**src/rtl/fifo_pkg.sv**
```systemverilog
// Shared types and constants for the FIFO read-side packer.
package fifo_pkg;

   localparam int FIFO_WIDTH_DEF = 16;

   typedef logic [1:0] keep_t;

   localparam keep_t KEEP_NONE = 2'b00;
   localparam keep_t KEEP_LOW  = 2'b01;
   localparam keep_t KEEP_FULL = 2'b11;

   typedef enum logic {
      RUN   = 1'b0,
      DRAIN = 1'b1
   } drain_state_e;

endpackage

```
**src/rtl/fifo_word_buf.sv**
```systemverilog
// Circular word buffer: one push per cycle, pop of one or two words from the head,
// with the two oldest words always visible.
module fifo_word_buf #(
   parameter  int WIDTH = 16,
   parameter  int DEPTH = 4,
   localparam int PW    = $clog2(DEPTH),
   localparam int CW    = $clog2(DEPTH + 1)
) (
   input  logic             clk,
   input  logic             rst_n,
   input  logic             push,
   input  logic [WIDTH-1:0] push_data,
   input  logic             pop1,
   input  logic             pop2,
   output logic [WIDTH-1:0] word0,
   output logic [WIDTH-1:0] word1,
   output logic [CW-1:0]    count
);

   logic [WIDTH-1:0] mem_q [DEPTH];
   logic [WIDTH-1:0] mem_d [DEPTH];
   logic [PW-1:0]    rd_ptr_q, rd_ptr_d;
   logic [PW-1:0]    wr_ptr_q, wr_ptr_d;
   logic [CW-1:0]    count_q, count_d;

   // Pointer advance with explicit wrap so DEPTH need not be a power of two.
   function automatic logic [PW-1:0] ptr_add(input logic [PW-1:0] p, input int n);
      int s;
      s = 32'(p) + n;
      if (s >= DEPTH) s = s - DEPTH;
      return s[PW-1:0];
   endfunction

   always_comb begin
      mem_d    = mem_q;
      rd_ptr_d = rd_ptr_q;
      wr_ptr_d = wr_ptr_q;
      if (push) begin
         mem_d[wr_ptr_q] = push_data;
         wr_ptr_d        = ptr_add(wr_ptr_q, 1);
      end
      if (pop2) begin
         rd_ptr_d = ptr_add(rd_ptr_q, 2);
      end else if (pop1) begin
         rd_ptr_d = ptr_add(rd_ptr_q, 1);
      end
      count_d = count_q + CW'(push) - (pop2 ? CW'(2) : CW'(pop1));
   end

   always_ff @(posedge clk or negedge rst_n) begin
      if (!rst_n) begin
         mem_q    <= '{default: '0};
         rd_ptr_q <= '0;
         wr_ptr_q <= '0;
         count_q  <= '0;
      end else begin
         mem_q    <= mem_d;
         rd_ptr_q <= rd_ptr_d;
         wr_ptr_q <= wr_ptr_d;
         count_q  <= count_d;
      end
   end

   assign word0 = mem_q[rd_ptr_q];
   assign word1 = mem_q[ptr_add(rd_ptr_q, 1)];
   assign count = count_q;

endmodule

```
**src/rtl/fifo_drain_packer.sv**
```systemverilog
// Read-side FIFO consumer: pops words, packs pairs into double-width beats on a
// valid/ready stream, and emits a trailing odd word as a half beat on flush or idle timeout.
module fifo_drain_packer
   import fifo_pkg::*;
#(
   parameter int FIFO_WIDTH = FIFO_WIDTH_DEF,
   parameter int BUF_WORDS  = 4,
   parameter int TIMEOUT    = 15
) (
   input  logic                    clk,
   input  logic                    rst_n,
   input  logic                    fifo_empty,
   input  logic [FIFO_WIDTH-1:0]   fifo_data_out,
   output logic                    fifo_rd_en,
   output logic                    m_valid,
   input  logic                    m_ready,
   output logic [2*FIFO_WIDTH-1:0] m_data,
   output keep_t                   m_keep,
   input  logic                    flush,
   output logic                    flush_done,
   output logic                    busy,
   output drain_state_e            dbg_state
);

   localparam int CW = $clog2(BUF_WORDS + 1);
   localparam int TW = (TIMEOUT < 2) ? 1 : $clog2(TIMEOUT + 1);

   // Stream handshake: a beat transfers on any rising edge where m_valid && m_ready;
   // m_valid/m_data/m_keep never change while m_valid && !m_ready.

   drain_state_e            state_q, state_d;
   logic                    inflight_q, inflight_d;
   logic [TW-1:0]           tmo_q, tmo_d;
   logic                    m_valid_q, m_valid_d;
   logic [2*FIFO_WIDTH-1:0] m_data_q, m_data_d;
   keep_t                   m_keep_q, m_keep_d;

   logic [FIFO_WIDTH-1:0]   word0, word1;
   logic [CW-1:0]           buf_count;
   int                      occupancy;
   logic                    rd_issue, out_free, tmo_arm, tmo_fire;
   logic                    load_full, load_half, drain_done;

   fifo_word_buf #(
      .WIDTH (FIFO_WIDTH),
      .DEPTH (BUF_WORDS)
   ) u_buf (
      .clk       (clk),
      .rst_n     (rst_n),
      .push      (inflight_q),
      .push_data (fifo_data_out),
      .pop1      (load_half),
      .pop2      (load_full),
      .word0     (word0),
      .word1     (word1),
      .count     (buf_count)
   );

   // Reads are budgeted against words already held plus the one in flight.
   always_comb begin
      occupancy  = 32'(buf_count) + 32'(inflight_q);
      rd_issue   = rst_n && !fifo_empty && (state_q == RUN) && (occupancy < BUF_WORDS);
      out_free   = !m_valid_q || m_ready;
      tmo_arm    = (buf_count == CW'(1)) && !inflight_q && fifo_empty;
      tmo_fire   = (TIMEOUT != 0) && tmo_arm && (tmo_q == TW'(TIMEOUT));
      load_full  = out_free && (buf_count >= CW'(2));
      load_half  = out_free && (buf_count == CW'(1)) && !inflight_q
                   && ((state_q == DRAIN) || tmo_fire);
      drain_done = (state_q == DRAIN) && !inflight_q && (buf_count == '0) && out_free;
   end

   always_comb begin
      inflight_d = rd_issue;
      if (!tmo_arm) begin
         tmo_d = '0;
      end else if (tmo_q == TW'(TIMEOUT)) begin
         tmo_d = load_half ? '0 : tmo_q;
      end else begin
         tmo_d = tmo_q + TW'(1);
      end
   end

   always_comb begin
      m_valid_d = m_valid_q;
      m_data_d  = m_data_q;
      m_keep_d  = m_keep_q;
      if (load_full) begin
         m_valid_d = 1'b1;
         m_data_d  = {word1, word0};
         m_keep_d  = KEEP_FULL;
      end else if (load_half) begin
         m_valid_d = 1'b1;
         m_data_d  = {{FIFO_WIDTH{1'b0}}, word0};
         m_keep_d  = KEEP_LOW;
      end else if (m_ready) begin
         m_valid_d = 1'b0;
      end
   end

   always_ff @(posedge clk or negedge rst_n) begin
      if (!rst_n) begin
         inflight_q <= 1'b0;
         tmo_q      <= '0;
         m_valid_q  <= 1'b0;
         m_data_q   <= '0;
         m_keep_q   <= KEEP_NONE;
      end else begin
         inflight_q <= inflight_d;
         tmo_q      <= tmo_d;
         m_valid_q  <= m_valid_d;
         m_data_q   <= m_data_d;
         m_keep_q   <= m_keep_d;
      end
   end

   always_ff @(posedge clk or negedge rst_n) begin
      if (!rst_n) begin
         state_q <= RUN;
      end else begin
         state_q <= state_d;
      end
   end

   // A flush arriving while already draining is absorbed by the drain in progress.
   always_comb begin
      state_d = state_q;
      case (state_q)
         RUN:     if (flush)      state_d = DRAIN;
         DRAIN:   if (drain_done) state_d = RUN;
         default: state_d = RUN;
      endcase
   end

   always_comb begin
      fifo_rd_en = rd_issue;
      flush_done = drain_done;
      busy       = (buf_count != '0) || inflight_q || m_valid_q || (state_q == DRAIN);
      dbg_state  = state_q;
   end

   assign m_valid = m_valid_q;
   assign m_data  = m_data_q;
   assign m_keep  = m_keep_q;

endmodule

```
**config.mk**
```make
export PLATFORM = sky130hd
export DESIGN_NAME = fifo_drain_packer
export DESIGN_NICKNAME = d
export VERILOG_FILES = /design/src/rtl/fifo_pkg.sv /design/src/rtl/fifo_word_buf.sv /design/src/rtl/fifo_drain_packer.sv
export SDC_FILE = /design/constraint.sdc
export NUM_CORES = 1
export LEC_CHECK = 0
export CORE_ASPECT_RATIO = 1.4
export CORE_MARGIN = 5
export CORE_UTILIZATION = 25
export DETAILED_ROUTE_END_ITERATION = 16
export PLACE_DENSITY = 0.54
export SLEW_MARGIN = 25
export SYNTH_ARGS = -nofsm -noshare
export SYNTH_HDL_FRONTEND = slang
export SYNTH_SLANG_ARGS = --single-unit
```
**constraint.sdc**
```tcl
create_clock -name clk -period 3 [get_ports clk]
set_input_delay 0.3 -clock clk [delete_from_list [all_inputs] [get_ports clk]]
set_output_delay 0.3 -clock clk [all_outputs]
set_load 0.1 [all_outputs]
```
# Word-level counts from Yosys, hierarchy flattened
# Cells that the tools add are included.
# word_totals
out_inout_bits	39
regBits	112
elab_cells	93
# op_classes
eq_ne	3
order_cmp	9
muxes	28
bitwise_logic	4
n_addsub	10
n_reduce_logical	26
# op_table
operator	count
two-way mux 16 bit	5
binary-select mux 16 bit (select 2 bit)	2
bitwise mux 64 bit	1
two-way mux 32 bit	2
demux 16 bit (select 2 bit)	1
>= comparator 3 bit, second input constant	6
two-way mux 2 bit	8
logical AND 1 bit	14
two-way mux 4 bit	3
inverter 2 -> 3 bit	3
adder 2 x 1 -> 3 bit, second input constant	2
nonzero test 3 bit	2
subtractor 2 x 1 -> 2 bit, second input constant	3
logical OR 1 bit	5
two-way mux 1 bit	5
adder 3 x 1 -> 4 bit	1
adder 4 x 1 -> 4 bit, second input constant	1
== test 4 bit, second input constant	1
< comparator 4 x 3 -> 1 bit, second input constant	1
adder 2 x 2 -> 3 bit, second input constant	1
adder 3 x 1 -> 3 bit	1
== test 3 x 1 -> 1 bit, second input constant	1
>= comparator 3 x 2 -> 1 bit, second input constant	1
logical NOT 1 bit	3
7 further kinds	7

# Logic depth before layout (Yosys ltp)
# Gate-level depths: netlist of the first run.
# depth
ltp_word	9
mapped_depth	12

# By module
# A second synthesis of the first run with hierarchy kept.
# unflattened
cells_unflattened	406
area_unflattened_um2	5575.3
# modules_own_cells
mod	area_each_um2	n_inst	cells_per_inst	seq_area_each_um2
fifo_word_buf	3602.2	1	209	1776.7
fifo_drain_packer	1973.1	1	197	1026.0

# Worst setup path before layout of the first run
# Ideal clock, no wire load.
# synth_path
path_type	register to register
startpoint	reg state_q, in the netlist dbg_state
endpoint	reg inflight_q
path_stages_with_launch	3
arrival_ps	3077
n_path_buf	0
required_time_ps	2696
path_slack_ps	-381
path_cell_list	dfrtp_1 > or4b_2 > a31oi_1
# synth_between
elab_chain_len	3
# synth_rtl
element	line	source
start: declaration	fifo_drain_packer.sv:31	drain_state_e state_q, state_d;
start signal: assignment	fifo_drain_packer.sv:120	state_q <= state_d;
inverter 1 bit	fifo_drain_packer.sv:62	rd_issue = rst_n && !fifo_empty && (state_q == RUN) && (occupancy < BUF_WORDS);
logical AND 1 bit (2 in series)	fifo_drain_packer.sv:62	
net fifo_rd_en	fifo_drain_packer.sv:14	output logic fifo_rd_en,
end signal: assignment	fifo_drain_packer.sv:108	inflight_q <= inflight_d;
end: declaration	fifo_drain_packer.sv:32	logic inflight_q, inflight_d;
# The timed path passes the listed nets, and every way through them passes these cells.
# A chain may end at the register's enable or synchronous reset.

# Worst setup path after layout of the first run
# layout_path
startpoint	reg tmo_q[0]
endpoint	reg u_buf.count_q[2], in the netlist u_buf.count[2]
# layout_between
elab_chain_len	6
# layout_rtl
element	line	source
start: declaration	fifo_drain_packer.sv:33	logic [TW-1:0] tmo_q, tmo_d;
start signal: assignment	fifo_drain_packer.sv:109	tmo_q <= tmo_d;
== test 4 bit	fifo_drain_packer.sv:65	tmo_fire = (TIMEOUT != 0) && tmo_arm && (tmo_q == TW'(TIMEOUT));
logical AND 1 bit	fifo_drain_packer.sv:65	
logical OR 1 bit	fifo_drain_packer.sv:68	&& ((state_q == DRAIN) || tmo_fire);
logical AND 1 bit	fifo_drain_packer.sv:68	
two-way mux 2 bit	fifo_word_buf.sv:47	count_d = count_q + CW'(push) - (pop2 ? CW'(2) : CW'(pop1));
subtractor 3 bit	fifo_word_buf.sv:47	
net u_buf.count_d[2]	fifo_word_buf.sv:24	logic [CW-1:0] count_q, count_d;
end signal: assignment	fifo_word_buf.sv:60	count_q <= count_d;
end: declaration	fifo_word_buf.sv:24	
# The timed path passes the listed nets, and every way through them passes these cells.

==> impl_metrics.py, run 1 <==
metrics = {
    "sta": {
        "tightestPinTransition_ns": 0.927,
        "fmax_ghz": 0.420,
        "layout_min_cycle_time_ns": 2.38,
        "rsz0062_at_grt": "false",
        "finalHoldViolCount": 0,
        "drv_slew": 0,
        "setup_viol": 0,
        "post-route-period-util_pct": 79.3,
        "max-slew-margin-rel_pct": 38.0,
        "holdWs_ns": 0.136,
        "tns_ns": 0,
        "clock_skew_ns": 0.0103,
    },
    "finish": {
        "fin_nets": 433,
        "final_core_util_pct": 30.6,
        "area_growth_syn_to_layout_pct": 20.4,
        "antennaDiodeCount": 0,
        "layout-drive-gt1-share_pct": 45.6,
        "final_cell_area_um2": 6320,
    },
    "clock_network": {
        "clockBufferDepth": 2,
        "cts_resized": 0,
        "cts_tree": "built",
        "path_clk_slew_ns": 0.08,
        "cts.sinks": 112,
        "cts_setup_buffers": 0,
        "clock_latency_ns": 0.36,
        "numCtsBuffers": 9,
        "clockRootBuffer": "clkbuf_16",
        "ctsHoldBuffers": 0,
        "h-tree-depth": 3,
    },
    "drt": {
        "wl_per_cell_um": 18.2,
        "viasPerCell": 4.66,
        "drt-pass1-iter-count": 4,
        "drc": 0,
        "route.vias.total": 3094,
        "drt_iter0_drc": 136,
        "final_antenna_net_count": 0,
        "finalWirelength_mm": 12.1,
    },
    "grt": {
        "grt_first_pass_wirelength_mm": 19.5,
        "first_global_vias": 3390,
        "grt_max_degree": 65,
        "grt_antenna_before_repair": 0,
        "grtUsageTotal_pct": 10.5,
        "gr-total-overflow": 0,
    },
    "worst_setup_path": {
        "path_class": "flip-flop to flip-flop",
        "arrival_ns": 2.65,
        "critical_path.endpoint_type": "flip-flop",
        "r2r_end": "u_buf.count[2]",
        "r2r_slack_ns": 0.62,
        "r2r_cells": 10,
        "critical_path.startpoint_type": "flip-flop",
        "r2r_start": "tmo_q[0]",
        "critPathRequiredTime_ns": 3.27,
        "cp_max_fo": 6,
    },
    "flow_run": {
        "cap_violations": 0,
    },
    "placed_design": {
        "dp_hpwl_mm": 8.24,
        "gp_congestion": 0.713,
        "port_buffers": 59,
        "place_area_um2": 6030,
    },
    "die": {
        "die_h_um": 181,
        "rows": 62,
        "die_w_um": 132,
        "start_util_pct": 25.4,
        "coreArea_um2": 20600,
        "die-area_um2": 24000,
        "ios": 60,
    },
    "yosys": {
        "ys_seq_area_share_pct": 53.4,
        "syn-num-nets": 372,
        "syn_area_um2": 5250,
        "synth_area_per_cell_um2": 15.3,
        "yosysWarnings": 0,
        "syn_inst": 342,
        "synth_cell_types": 35,
        "synth-seq-cells": 112,
    },
    "hold_path": {
        "hold_path.class": "input port to asynchronous set/reset pin",
    },
    "status": {
        "status": "completed",
    },
}
[metal layers]
metal | GRT usage, % | routed length, um | up-vias
met5 | 0 | 0 | -
met1 | 11.5 | 4670 | 1639
met3 | 2.30 | 400 | 24
met4 | 5.41 | 349 | 0
met2 | 19.0 | 6640 | 44
li1 | - | - | 1387
[logic make-up (layout without fill, tap and decap cells)]
group	count (synthesis)	count (layout)	synth area share (%)
xor gates and xnor gates	5	5	0.834
DFF	112	112	53.4
adders and majority gates	9	9	2.29
and+or+nand+nor	41	41	3.91
muxes	112	112	31.5
buffers and inverters	31	97	3.48
AOI/OAI and AO/OA	32	32	4.55
[metrics by stage]
| stage | cells | setup slack (ns) |
|---|---|---|
| after global routing | 664 | 0.492 |
| final | 664 | 0.621 |
| after CTS | 664 | 0.610 |
| after floorplan | 342 | 0.0484 |
| after global placement | 648 | 0.459 |
| after detailed placement | 648 | 0.402 |
[critical path: stages, from the launching register on]
cell and delay, ns:
dfrtp_1 0.42, ha_1 0.28, a41o_1 0.21, and4_4 0.18
ha_1 0.27, inv_1 0.06, ha_1 0.13, inv_1 0.04
fa_1 0.37, xnor2_1 0.20, xnor2_1 0.15
[cell usage after synthesis, drive strengths merged]
cell type / number / area share [%]
nor4: 1 / 0.12
buf: 16 / 2.4
xnor2: 3 / 0.50
or3: 1 / 0.12
or4b: 1 / 0.19
nand3: 2 / 0.19
nand4: 1 / 0.12
mux2: 80 / 18
inv: 11 / 0.79
a21oi: 4 / 0.38
and3: 1 / 0.12
o211ai: 1 / 0.14
o21ai: 8 / 0.76
dfrtp: 112 / 53
nand2: 24 / 1.7
nor2: 7 / 0.81
mux4: 32 / 14
nand2b: 1 / 0.12
o21a: 1 / 0.29
clkbuf: 4 / 0.31
and4: 1 / 0.21
a31oi: 1 / 0.12
a41o: 1 / 0.19
ha: 8 / 1.9
o2bb2ai: 16 / 2.7
fa: 1 / 0.38
nor3: 1 / 0.19
xor2: 2 / 0.33
[state kept, by name (all words and copies together), names as in the netlist]
name and cells:
u_buf.count 3, dbg_state 1, u_buf.wr_ptr_q 2, m_valid 1
m_keep 2, tmo_q 4, m_data 32, u_buf.rd_ptr_q 2
inflight_q 1, u_buf.mem_q 64
[cells in the final DEF, fill, tap and decap left out, types with 8 or more instances in the layout]
cell type	netlist	layout
dfrtp_1	112	111
mux2_2	71	71
buf_4	1	49
mux4_2	32	32
nand2_1	24	24
clkdlybuf4s50_1	0	19
o2bb2ai_1	16	16
inv_1	10	10
mux2_4	9	9
clkbuf_16	0	9
o21ai_0	8	8
ha_1	8	8
[worst max path at each step]
stage | slack, ns | end | cells after the start | start
final | 0.62 | u_buf.count[2] | 10 | tmo_q[0]
after detailed placement | 0.40 | u_buf.count[2] | 10 | m_ready
after floorplan | 0.05 | u_buf.count[2] | 12 | m_valid
after CTS | 0.61 | u_buf.count[2] | 10 | tmo_q[0]
after global placement | 0.46 | u_buf.count[2] | 10 | m_ready
after global routing | 0.49 | u_buf.count[2] | 10 | tmo_q[0]
[layout make-up]
| class | instances | area [um^2] |
|---|---|---|
| well taps | 256 | 320 |
| fillers | 2044 | 14300 |
| clock inverters | 6 | 57.6 |
| inverters | 11 | 41.3 |
| repair buffers | 70 | 598 |
| clock buffers | 10 | 229 |
| multi-input cells | 199 | 2270 |
| flip-flops and latches | 112 | 2800 |
Power of run 1 is left out: the tool's default activity adds up to more than one toggle a clock period on the data nets, which glitch-free logic cannot reach.
==> inputs of run 2 (changes only) <==
==> constraint.sdc (replaced) <==
create_clock -name clk -period 2.4 [get_ports clk]
set_input_delay 0.24 -clock clk [delete_from_list [all_inputs] [get_ports clk]]
set_output_delay 0.24 -clock clk [all_outputs]
set_load 0.1 [all_outputs]
==> impl_metrics.py, run 2 (same netlist as run 1, synthesis figures left out) <==
metrics = {
    "clock_network": {
        "cts_resized": 0,
        "clockRootBuffer": "clkbuf_16",
        "clockBufferDepth": 2,
        "clock_latency_ns": 0.35,
        "cts.sinks": 112,
        "h-tree-depth": 3,
        "cts_setup_buffers": 0,
        "path_clk_slew_ns": 0.08,
        "cts_tree": "built",
        "numCtsBuffers": 9,
        "ctsHoldBuffers": 0,
    },
    "sta": {
        "drv_slew": 0,
        "setup_viol": 0,
        "fmax_ghz": 0.448,
        "tns_ns": 0,
        "finalHoldViolCount": 1,
        "holdWs_ns": -0.00527,
        "max-slew-margin-rel_pct": 56.0,
        "rsz0062_at_grt": "false",
        "post-route-period-util_pct": 93.0,
        "worst_slack_ns": 0.167,
        "layout_min_cycle_time_ns": 2.23,
        "tightestPinTransition_ns": 0.660,
        "clock_skew_ns": 0.0104,
    },
    "worst_setup_path": {
        "slowest_stage": "dfrtp_1",
        "path_class": "flip-flop to flip-flop",
        "arrival_ns": 2.46,
        "path_cells": "ha_1, a41o_1, and4_4, ha_4, inv_2, ha_4, inv_2, fa_2, xnor2_2, xnor2_1",
        "crit_family": "adder cells",
        "critPathRequiredTime_ns": 2.63,
        "endpoint": "u_buf.count[2]",
        "r2r_cells": 10,
        "critical_path.startpoint_type": "flip-flop",
        "cp_max_fo": 6,
        "r2r_slack_ns": 0.17,
        "r2r_start": "tmo_q[0]",
        "critPathMaxStageDelay_ns": 0.42,
        "r2r_end": "u_buf.count[2]",
        "startpoint": "tmo_q[0]",
        "critical_path.endpoint_type": "flip-flop",
        "crit_buf_inv": 2,
        "cp.depth": 10,
    },
    "grt": {
        "grt_first_pass_wirelength_mm": 19.9,
        "grt_max_degree": 113,
        "gr-total-overflow": 0,
        "first_global_vias": 3438,
        "grt_antenna_before_repair": 0,
        "grtUsageTotal_pct": 10.6,
    },
    "drt": {
        "drt_iter0_drc": 160,
        "viasPerCell": 4.67,
        "route.vias.total": 3126,
        "finalWirelength_mm": 12.3,
        "drc": 0,
        "wl_per_cell_um": 18.4,
        "final_antenna_net_count": 0,
        "drt-pass1-iter-count": 4,
    },
    "status": {
        "violations": "hold timing",
        "status": "complete, but fails checks",
    },
    "die": {
        "rows": 62,
        "die-area_um2": 24000,
        "start_util_pct": 25.4,
        "coreArea_um2": 20600,
        "ios": 60,
        "die_w_um": 132,
        "die_h_um": 181,
    },
    "finish": {
        "antennaDiodeCount": 0,
        "final_cell_mix": "109 x dfrtp_1, 71 x mux2_2, 51 x buf_4",
        "layout-drive-gt1-share_pct": 48.6,
        "fin_nets": 439,
        "area_growth_syn_to_layout_pct": 23.3,
        "final_cell_count_no_fill": 670,
        "largest_reg_flops": 64,
        "regMostFlops": "u_buf.mem_q",
        "final_common_cell": "dfrtp_1",
    },
    "placed_design": {
        "port_buffers": 59,
        "gp_congestion": 0.716,
        "dpl.cell_count": 654,
        "dp_hpwl_mm": 8.34,
        "preCtsSetupSlack_ns": 0.106,
    },
    "hold_path": {
        "hold_path.class": "input port to asynchronous set/reset pin",
    },
    "flow_run": {
        "cap_violations": 0,
    },
}
-- run 2: stage by stage --
stage               hold WS, ns  util (%)  instance area [um^2]
floorplan               -0.0556         -                  5320
global placement          0.444      29.9                  6180
detailed placement        0.460      29.9                  6180
CTS                      0.0801      31.4                  6470
global route             0.0628      31.4                  6470
finish                 -0.00527      31.4                  6470
-- run 2: worst register-to-register path: stages (launching register included) --
cell and delay (ns):
dfrtp_1 0.42, ha_1 0.27, a41o_1 0.18, and4_4 0.23, ha_4 0.20, inv_2 0.06
ha_4 0.12, inv_2 0.03, fa_2 0.35, xnor2_2 0.15, xnor2_1 0.12
-- run 2: per-layer routing --
metal	GRT usage [%]	share of wire (%)
met4	3.37	1.3
met5	0	0
met2	19.7	56
met1	12.5	40
met3	1.66	3.1
-- run 2: cell type report --
cell class | count | area [um^2]
multi-input cells | 199 | 2310
flip-flops and latches | 112 | 2810
inverters | 11 | 41.3
clock buffers | 10 | 239
well taps | 256 | 320
clock inverters | 6 | 57.6
fillers | 2061 | 14200
repair buffers | 76 | 693
-- run 2: how the worst min path moves through the flow --
| stage | endpoint | slack (ns) | startpoint |
|---|---|---|---|
| 2_1_floorplan | dbg_state | -0.06 | rst_n |
| 3_3_place_gp | m_data[3] | 0.44 | rst_n |
| 3_5_place_dp | m_data[4] | 0.46 | rst_n |
| 4_1_cts | m_data[4] | 0.08 | rst_n |
| 5_1_grt | u_buf.mem_q[51] | 0.06 | rst_n |
| 6_report | u_buf.mem_q[51] | -0.005 | rst_n |
Power of run 2 is left out for the same reason.
